File: src/rtl/reset_seq_pkg.sv
// Shared state encoding, output bundle and default timing constants for the reset sequencer.
// The WDT state is only reachable when RESET_SEQ_WATCHDOG_EN is defined.
package reset_seq_pkg;

    localparam int unsigned LOCK_STABLE_CYCLES_DEF = 1024;
    localparam int unsigned STAGE_GAP_DEF          = 16;
    localparam int unsigned WDT_CYCLES_DEF         = 32'd1 << 24;

    // Counter width able to hold (largest count - 1).
    function automatic int unsigned cnt_width(input int unsigned a, input int unsigned b,
                                              input int unsigned c);
        int unsigned m;
        m = a;
        if (b > m) m = b;
        if (c > m) m = c;
        return (m < 2) ? 1 : $clog2(m);
    endfunction

    localparam int unsigned CNT_W = cnt_width(LOCK_STABLE_CYCLES_DEF, STAGE_GAP_DEF, WDT_CYCLES_DEF);

    typedef enum logic [2:0] {
        HOLD,
        STABLE,
        MEM,
        COPRO,
        RUN,
        WDT
    } seq_state_e;

    typedef struct packed {
        logic mem;
        logic copro;
        logic cpu;
        logic ready;
    } rst_out_t;

    localparam rst_out_t RST_OUT_HOLD = '{mem: 1'b1, copro: 1'b1, cpu: 1'b1, ready: 1'b0};

    // Reset/ready levels presented while the sequencer sits in a given state.
    function automatic rst_out_t decode_outputs(input seq_state_e s);
        rst_out_t o;
        o = RST_OUT_HOLD;
        case (s)
            MEM: begin
                o.mem = 1'b0;
            end
            COPRO, WDT: begin
                o.mem   = 1'b0;
                o.copro = 1'b0;
            end
            RUN: begin
                o.mem   = 1'b0;
                o.copro = 1'b0;
                o.cpu   = 1'b0;
                o.ready = 1'b1;
            end
            default: o = RST_OUT_HOLD;
        endcase
        return o;
    endfunction

endpackage

File: src/rtl/reset_seq_sync.sv
// Two-flop synchroniser with synchronous clear for a single asynchronous level.
module reset_seq_sync (
    input  logic clock,
    input  logic reset,
    input  logic d_i,
    output logic q_o
);

    logic sync1_q;
    logic sync2_q;

    always_ff @(posedge clock) begin
        if (reset) begin
            sync1_q <= 1'b0;
            sync2_q <= 1'b0;
        end else begin
            sync1_q <= d_i;
            sync2_q <= sync1_q;
        end
    end

    assign q_o = sync2_q;

endmodule

File: src/rtl/reset_sequencer.sv
// Holds memory, co-processor and CPU resets until PLL lock is stable, then releases them in order.
// Defining RESET_SEQ_WATCHDOG_EN adds a CPU watchdog (wdt_kick / wdt_fired ports, WDT state).
module reset_sequencer
    import reset_seq_pkg::*;
#(
    parameter int unsigned LOCK_STABLE_CYCLES = LOCK_STABLE_CYCLES_DEF,
    parameter int unsigned STAGE_GAP          = STAGE_GAP_DEF,
    parameter int unsigned WDT_CYCLES         = WDT_CYCLES_DEF
) (
    input  logic clock,
    input  logic reset,
    input  logic pll_locked,
`ifdef RESET_SEQ_WATCHDOG_EN
    input  logic wdt_kick,
    output logic wdt_fired,
`endif
    output logic reset_memory,
    output logic reset_copro,
    output logic reset_cpu,
    output logic ready
);

    localparam int unsigned CW = cnt_width(LOCK_STABLE_CYCLES, STAGE_GAP, WDT_CYCLES);
    localparam logic [CW-1:0] STABLE_LAST = CW'(LOCK_STABLE_CYCLES - 1);
    localparam logic [CW-1:0] GAP_LAST    = CW'(STAGE_GAP - 1);
`ifdef RESET_SEQ_WATCHDOG_EN
    localparam logic [CW-1:0] WDT_LAST    = CW'(WDT_CYCLES - 1);
`endif

    logic          locked_s;
    seq_state_e    state_q, state_d;
    logic [CW-1:0] cnt_q, cnt_d;
    rst_out_t      out_q, out_d;
`ifdef RESET_SEQ_WATCHDOG_EN
    logic          fired_q, fired_d;
`endif

    reset_seq_sync u_lock_sync (
        .clock (clock),
        .reset (reset),
        .d_i   (pll_locked),
        .q_o   (locked_s)
    );

    always_ff @(posedge clock) begin
        if (reset) begin
            state_q <= HOLD;
            cnt_q   <= '0;
            out_q   <= RST_OUT_HOLD;
`ifdef RESET_SEQ_WATCHDOG_EN
            fired_q <= 1'b0;
`endif
        end else begin
            state_q <= state_d;
            cnt_q   <= cnt_d;
            out_q   <= out_d;
`ifdef RESET_SEQ_WATCHDOG_EN
            fired_q <= fired_d;
`endif
        end
    end

    always_comb begin
        state_d = state_q;
        cnt_d   = cnt_q;
`ifdef RESET_SEQ_WATCHDOG_EN
        fired_d = fired_q;
`endif
        unique case (state_q)
            HOLD: begin
                cnt_d = '0;
                if (locked_s) state_d = STABLE;
            end
            STABLE: begin
                if (cnt_q == STABLE_LAST) begin
                    state_d = MEM;
                    cnt_d   = '0;
                end else begin
                    cnt_d = cnt_q + CW'(1);
                end
            end
            MEM: begin
                if (cnt_q == GAP_LAST) begin
                    state_d = COPRO;
                    cnt_d   = '0;
                end else begin
                    cnt_d = cnt_q + CW'(1);
                end
            end
            COPRO: begin
                if (cnt_q == GAP_LAST) begin
                    state_d = RUN;
                    cnt_d   = '0;
                end else begin
                    cnt_d = cnt_q + CW'(1);
                end
            end
            RUN: begin
`ifdef RESET_SEQ_WATCHDOG_EN
                if (wdt_kick) begin
                    cnt_d = '0;
                end else if (cnt_q == WDT_LAST) begin
                    state_d = WDT;
                    cnt_d   = '0;
                    fired_d = 1'b1;
                end else begin
                    cnt_d = cnt_q + CW'(1);
                end
`endif
            end
            WDT: begin
`ifdef RESET_SEQ_WATCHDOG_EN
                if (cnt_q == GAP_LAST) begin
                    state_d = RUN;
                    cnt_d   = '0;
                end else begin
                    cnt_d = cnt_q + CW'(1);
                end
`else
                state_d = HOLD;
                cnt_d   = '0;
`endif
            end
            default: begin
                state_d = HOLD;
                cnt_d   = '0;
            end
        endcase
        // Lock loss beats every other transition and discards any partial count.
        if ((state_q != HOLD) && !locked_s) begin
            state_d = HOLD;
            cnt_d   = '0;
        end
        out_d = decode_outputs(state_d);
    end

    assign reset_memory = out_q.mem;
    assign reset_copro  = out_q.copro;
    assign reset_cpu    = out_q.cpu;
    assign ready        = out_q.ready;
`ifdef RESET_SEQ_WATCHDOG_EN
    assign wdt_fired    = fired_q;
`endif

endmodule

File: config.mk
export PLATFORM = sky130hd
export DESIGN_NAME = reset_sequencer
export DESIGN_NICKNAME = d
export VERILOG_FILES = /design/src/rtl/reset_seq_pkg.sv /design/src/rtl/reset_seq_sync.sv /design/src/rtl/reset_sequencer.sv
export SDC_FILE = /design/constraint.sdc
export NUM_CORES = 1
export LEC_CHECK = 0
export BUFFER_PORTS_ARGS = -buffer_cell sky130_fd_sc_hd__buf_2
export CAP_MARGIN = 15
export CORE_MARGIN = 2
export CORE_UTILIZATION = 35
export DETAILED_ROUTE_END_ITERATION = 8
export PLACE_DENSITY_LB_ADDON = 0.25
export SLEW_MARGIN = 5
export SYNTH_ARGS = -nofsm -noshare
export SYNTH_HDL_FRONTEND = slang
export SYNTH_SLANG_ARGS = --single-unit
File: constraint.sdc
create_clock -name clock -period 2.3 [get_ports clock]
set_clock_uncertainty 0.05 [all_clocks]
set_input_delay 0.23 -clock clock [delete_from_list [all_inputs] [get_ports clock]]
set_output_delay 0.23 -clock clock [all_outputs]
set_load 0.1 [all_outputs]
After elaboration in Yosys (flattened, before gate mapping)
Cells that the tools add are included.
{"block": "word_totals", "register_bits": 33, "elab_cells": 39, "output_inout_bits": 4, "inputBits": 3}
{"block": "classes", "n_eq_ne": 10, "reduce_logical": 8, "n_addsub": 1, "muxes": 12}
{"operator": "$pmux W24 S3", "count": 1}
{"operator": "$mux W24", "count": 2}
{"operator": "$add A24 B1 Y24 const B", "count": 1}
{"operator": "$eq A24 B10 Y1 const B", "count": 1}
{"operator": "$eq A24 B4 Y1 const B", "count": 1}
{"operator": "$mux W3", "count": 5}
{"operator": "$pmux W3 S5", "count": 1}
{"operator": "$eq A3 B2 Y1 const B", "count": 4}
{"operator": "$eq A3 B3 Y1 const B", "count": 3}
{"operator": "$reduce_or A2 Y1", "count": 2}
{"operator": "$reduce_or A4 Y1", "count": 1}
{"operator": "$eq A3 B1 Y1 const B", "count": 1}
{"operator": "$logic_not A3 Y1", "count": 1}
{"operator": "$reduce_bool A3 Y1", "count": 1}
{"operator": "$reduce_or A3 Y1", "count": 1}
{"operator": "$mux W1", "count": 2}
{"operator": "$mux W2", "count": 1}
{"operator": "$logic_and A1 B1 Y1", "count": 1}
{"operator": "$logic_not A1 Y1", "count": 1}

Longest topological paths before layout
{"block": "logic_depth", "ltp_word": 7, "depth_mapped": 7}

Modules after synthesis
A second synthesis with hierarchy kept.
{"block": "unflattened", "cells_unflattened": 195, "area_unflattened_um2": 1649.1}
{"module": "reset_sequencer", "n_inst": 1, "seq_area_each_um2": 620.6, "cells_per_inst": 191, "area_each_um2": 1596.5}
{"module": "reset_seq_sync", "n_inst": 1, "seq_area_each_um2": 40.0, "cells_per_inst": 4, "area_each_um2": 52.6}

Worst setup path after synthesis
Ideal clock, no wire load.
{"block": "synth_path", "kind": "register to register", "from": "register cnt_q[0]", "to": "register cnt_q[3]", "synth_period_minus_slack_ns": 2.031, "arrival_time_ns": 1.866, "setup_ns": 0.115, "slack_ns": 0.269, "required_ns": 2.135, "stages_incl_launch_ff": 8, "path_cell_list": "dfxtp_1 -> ha_1 -> nand3_2 -> nor3_1 -> a2111oi_4 -> o31ai_4 -> buf_6 -> nor2_1"}
{"block": "synth_between", "elab_chain_cells": 3}
{"element": "from (decl)", "line_no": "reset_sequencer.sv:32", "source": "logic [CW-1:0] cnt_q, cnt_d;"}
{"element": "from (signal assigned)", "line_no": "reset_sequencer.sv:55", "source": "cnt_q <= cnt_d;"}
{"element": "$add A24 B1 Y24, or another cell as far along", "line_no": "reset_sequencer.sv:79, reset_sequencer.sv:87, reset_sequencer.sv:95"}
{"element": "$mux W24, on equally long branches", "line_no": "reset_sequencer.sv:83, reset_sequencer.sv:91, reset_sequencer.sv:75"}
{"element": "$pmux W24 S3 (*)", "line_no": "reset_sequencer.sv:69", "source": "unique case (state_q)"}
Every way passes the cells marked *; elsewhere a longest branch is shown, timed or not.
A chain may end at the register's enable or synchronous reset.

Worst setup path after layout
{"block": "layout_path", "from": "register cnt_q[0]", "to": "register cnt_q[10]"}
The elaborated chain is that of the path after synthesis.

==> key figures <==
Power
  • P_sw: 0.220 mW
  • Switching fraction of total power: 0.210
  • Pwr/cell area: 549 nW/µm²
  • Pint: roughly 0.83 mW
  • Clock share of power: 0.416
  • Share of power burned in registers: 0.552
  • Leakage Power: 0.632 nW
  • Highest ir drop seen on vdd: 0.252 mV
  • Overall power after layout: about 1.0 mW
  • Power share of the combinational group: 0.032

Layout
  • Number of cells in the finished layout apart from fillers: 261
  • Commonest cells after routing, fill and taps aside: dfxtp_1, nor2_1, buf_4
  • Most common cell after layout, fill and taps aside: dfxtp_1
  • Layout Utilization: 0.429
  • Antenna diode count: 0
  • Share of post-route cells with drive strength above 1: 0.191
  • # nets final: 213
  • Synth-to-Final Area Change: 16.0%
  • FILL cells: 443

Worst setup path
  • Worst R2R Start: cnt_q[0]
  • Sort of element at the start of the critical path: flop
  • Most numerous cell on the critical path: buf_4
  • Register-to-Register Setup Slack: approximately 180 ps
  • Largest stage delay on the critical path: 380 ps
  • Element type at the critical path end: flop
  • Worst EP required: 2410 ps
  • Count of cells along the worst register-to-register path: 8
  • Capturing point of the worst reg2reg path: cnt_q[10]
  • Standard cell with the maximum stage delay on the critical path: dfxtp_1
  • Critical Setup Path Class: reg -> reg
  • Peak fanout along the critical path: 11
  • Arrival time reported for the critical path endpoint: about 2200 ps
  • List of cells traversed by the critical path: ha_1 > nand3_2 > buf_4 > nor4_4 > a21boi_2 > o31ai_4 > buf_4 > a311oi_1

Placement
  • Port bufs: 6
  • GPL Wtd Cong: 0.801
  • Total half-perimeter wirelength after legalization and detailed placement: around 2700 µm
  • Placed Cells incl. Taps: roughly 250

Synthesis
  • Asr flop ratio synth: 0
  • Number of synthesis warnings: 0
  • Average footprint of a synthesized cell: roughly 9 µm²
  • Synth Register Bits: 33
  • Flip-flop cell with the highest count after synthesis: dfxtp_1
  • Count of unique library cells instantiated by Yosys: 42
  • Synthesized instance count: 187
  • Cell taking the most area after synthesis: dfxtp_1
  • Portion of synthesized cell area occupied by the leading cell type: 0.402
  • Sequential cell area fraction in the yosys report: 0.402
  • EDFF count, synth: 0
  • Dominant cells by area after synthesis: dfxtp_1, nor2_1, xor2_1
  • Post-synth design cell area: ~1600 µm²
  • Synthesized net count: between 150 and 200

GRT
  • Global-route wire length before repair: 6480 µm
  • Global-route congestion overflow total: 0
  • Antenna violations before repair: 0
  • Number of global-route vias before repair: 1352
  • Overall Global Routing Usage: 0.160
  • Largest net degree at the start of global routing: 12

Outcome
  • Status: finished clean

Clock network
  • CTS tree: done
  • Maximum level of the CTS H-tree: 2
  • Post-cts gate resize count: 0
  • Total clock buffers created by CTS: 5
  • Clock latency on the worst-skew pair: 280 ps
  • Number of sinks handled by clock tree synthesis: 33
  • Postcts setup bufs: 0
  • Clock-pin slew of the registers on the worst-case setup and hold paths: ~60 ps
  • Clock buffer depth: 2
  • Number of hold buffers added after cts: 0
  • Root Buffer Master: clkbuf_8

Timing
  • Transition time at the pin with the least slew margin: 751 ps
  • Final number of max-transition violations: 0
  • Min cycle time layout: about 2100 ps
  • Number of setup violations in the final report: 0
  • Total count of hold-check failures in the final report: 0
  • Worst slew margin relative to its limit: 0.495
  • Ratio of final minimum period to clock period: 0.922
  • Setup TNS after final layout: 0 ps
  • Setup repair after global routing missed its margin: no
  • Top achievable clock speed: 472 MHz
  • Worst hold-check slack: 115 ps

Hold path
  • Hold/Removal Path Class: in -> reg
  • Hold Path Sink: u_lock_sync.sync1_q
  • Hold Path Cell Cnt: 2
  • Startpoint of the tightest hold check path: pll_locked

Routing
  • Post-detailed-route wirelength per cell: 14.0 µm
  • # DRC: 0
  • Routed Wire Length: 3660 µm
  • Count of antenna-violating nets left after detailed routing: 0
  • Number of design-rule violations left by the first detailed-router iteration: 88
  • Drt via density: 5.35
  • Router iterations before antenna repair: 4
  • Overall via count from detail_route: roughly 1.4k

Job
  • Count of max-cap constraint violations: 0

Die
  • Site row count: 24
  • Die Area: approximately 5300 µm²
  • Starting Density: 0.370
  • Horizontal extent of the die: slightly above 70 µm
  • CORE AREA: 4440 µm²
  • Die extent in y: 72.5 µm
  • Top-level port count: 7
-- power by group through the flow --
stage	clock network [mW]	logic [mW]	registers (mW)
floorplan	0	0.0233	0.589
global placement	0	0.0343	0.590
detailed placement	0	0.0339	0.590
CTS	0.454	0.0341	0.577
global route	0.476	0.0376	0.577
finish	0.435	0.0340	0.577
-- routing by layer --
metal | track usage | share of wire
met1 | 0.226 | 0.50
met2 | 0.229 | 0.45
met3 | 0.0375 | 0.032
met4 | 0.0761 | 0.015
met5 | 0 | 0
-- worst max-delay path, delay by kind of cell (launching register included) --
family | cells | cell delay [ps]
AND/OR/NAND/NOR | 2 | 450
buffers and inverters | 2 | 400
flip-flops | 1 | 380
AO/OA/AOI/OAI | 3 | 490
adder cells (fa/ha/maj) | 1 | 220
-- metrics by stage --
step | setup WS, ps | area (µm²)
2_1_floorplan | 269 | 1640
3_3_place_gp | 181 | 1820
3_5_place_dp | 184 | 1820
4_1_cts | 172 | 1910
5_1_grt | 7.03 | 1910
6_report | 180 | 1910
-- cells by family (layout without fill, tap and decap cells) --
group           after synthesis  in the layout  synth area share
compound gates               32             32             0.148
simple gates                 92             92             0.320
flops                        33             33             0.402
buf+inv                      13             35            0.0373
xor+xnor                     16             16            0.0852
fa+ha+maj                     1              1           0.00761
-- area by class of cell --
| type | count | area, µm² | share of cell area |
|---|---|---|---|
| tap | 52 | 65.1 | 0.0341 |
| multi-input combinational | 141 | 922 | 0.484 |
| timing repair buffer | 22 | 150 | 0.0787 |
| sequential | 33 | 661 | 0.346 |
| inverter | 6 | 22.5 | 0.0118 |
| clock buffer | 7 | 86.3 | 0.0453 |
-- how the worst max path moves through the flow --
| stage | start | end | slack [ps] | cells after the start |
|---|---|---|---|---|
| floorplan | cnt_q[0] | cnt_q[3] | 270 | 7 |
| global placement | cnt_q[18] | cnt_q[10] | 180 | 7 |
| detailed placement | cnt_q[0] | cnt_q[10] | 180 | 8 |
| CTS | cnt_q[0] | cnt_q[10] | 170 | 8 |
| global route | cnt_q[0] | cnt_q[10] | 7 | 8 |
| finish | cnt_q[0] | cnt_q[10] | 180 | 8 |
-- Yosys cell counts, types with 4 or more instances --
cell / n
o21ai_0: 5
nor4_1: 9
a21oi_1: 7
inv_1: 6
dfxtp_1: 33
nor2b_1: 6
nand2_1: 11
nand3_1: 10
nor2_1: 25
a31oi_1: 5
and3_1: 4
xnor2_1: 6
nor3_1: 4
and4_1: 4
nand4_1: 7
xor2_1: 10
-- flip-flops by register name (all words and copies together) (netlist names) --
signal,flops
cnt_q,24
state_q,3
ready,1
reset_copro,1
reset_cpu,1
reset_memory,1
u_lock_sync.q_o,1
u_lock_sync.sync1_q,1
(Power assumes the default switching activity.)
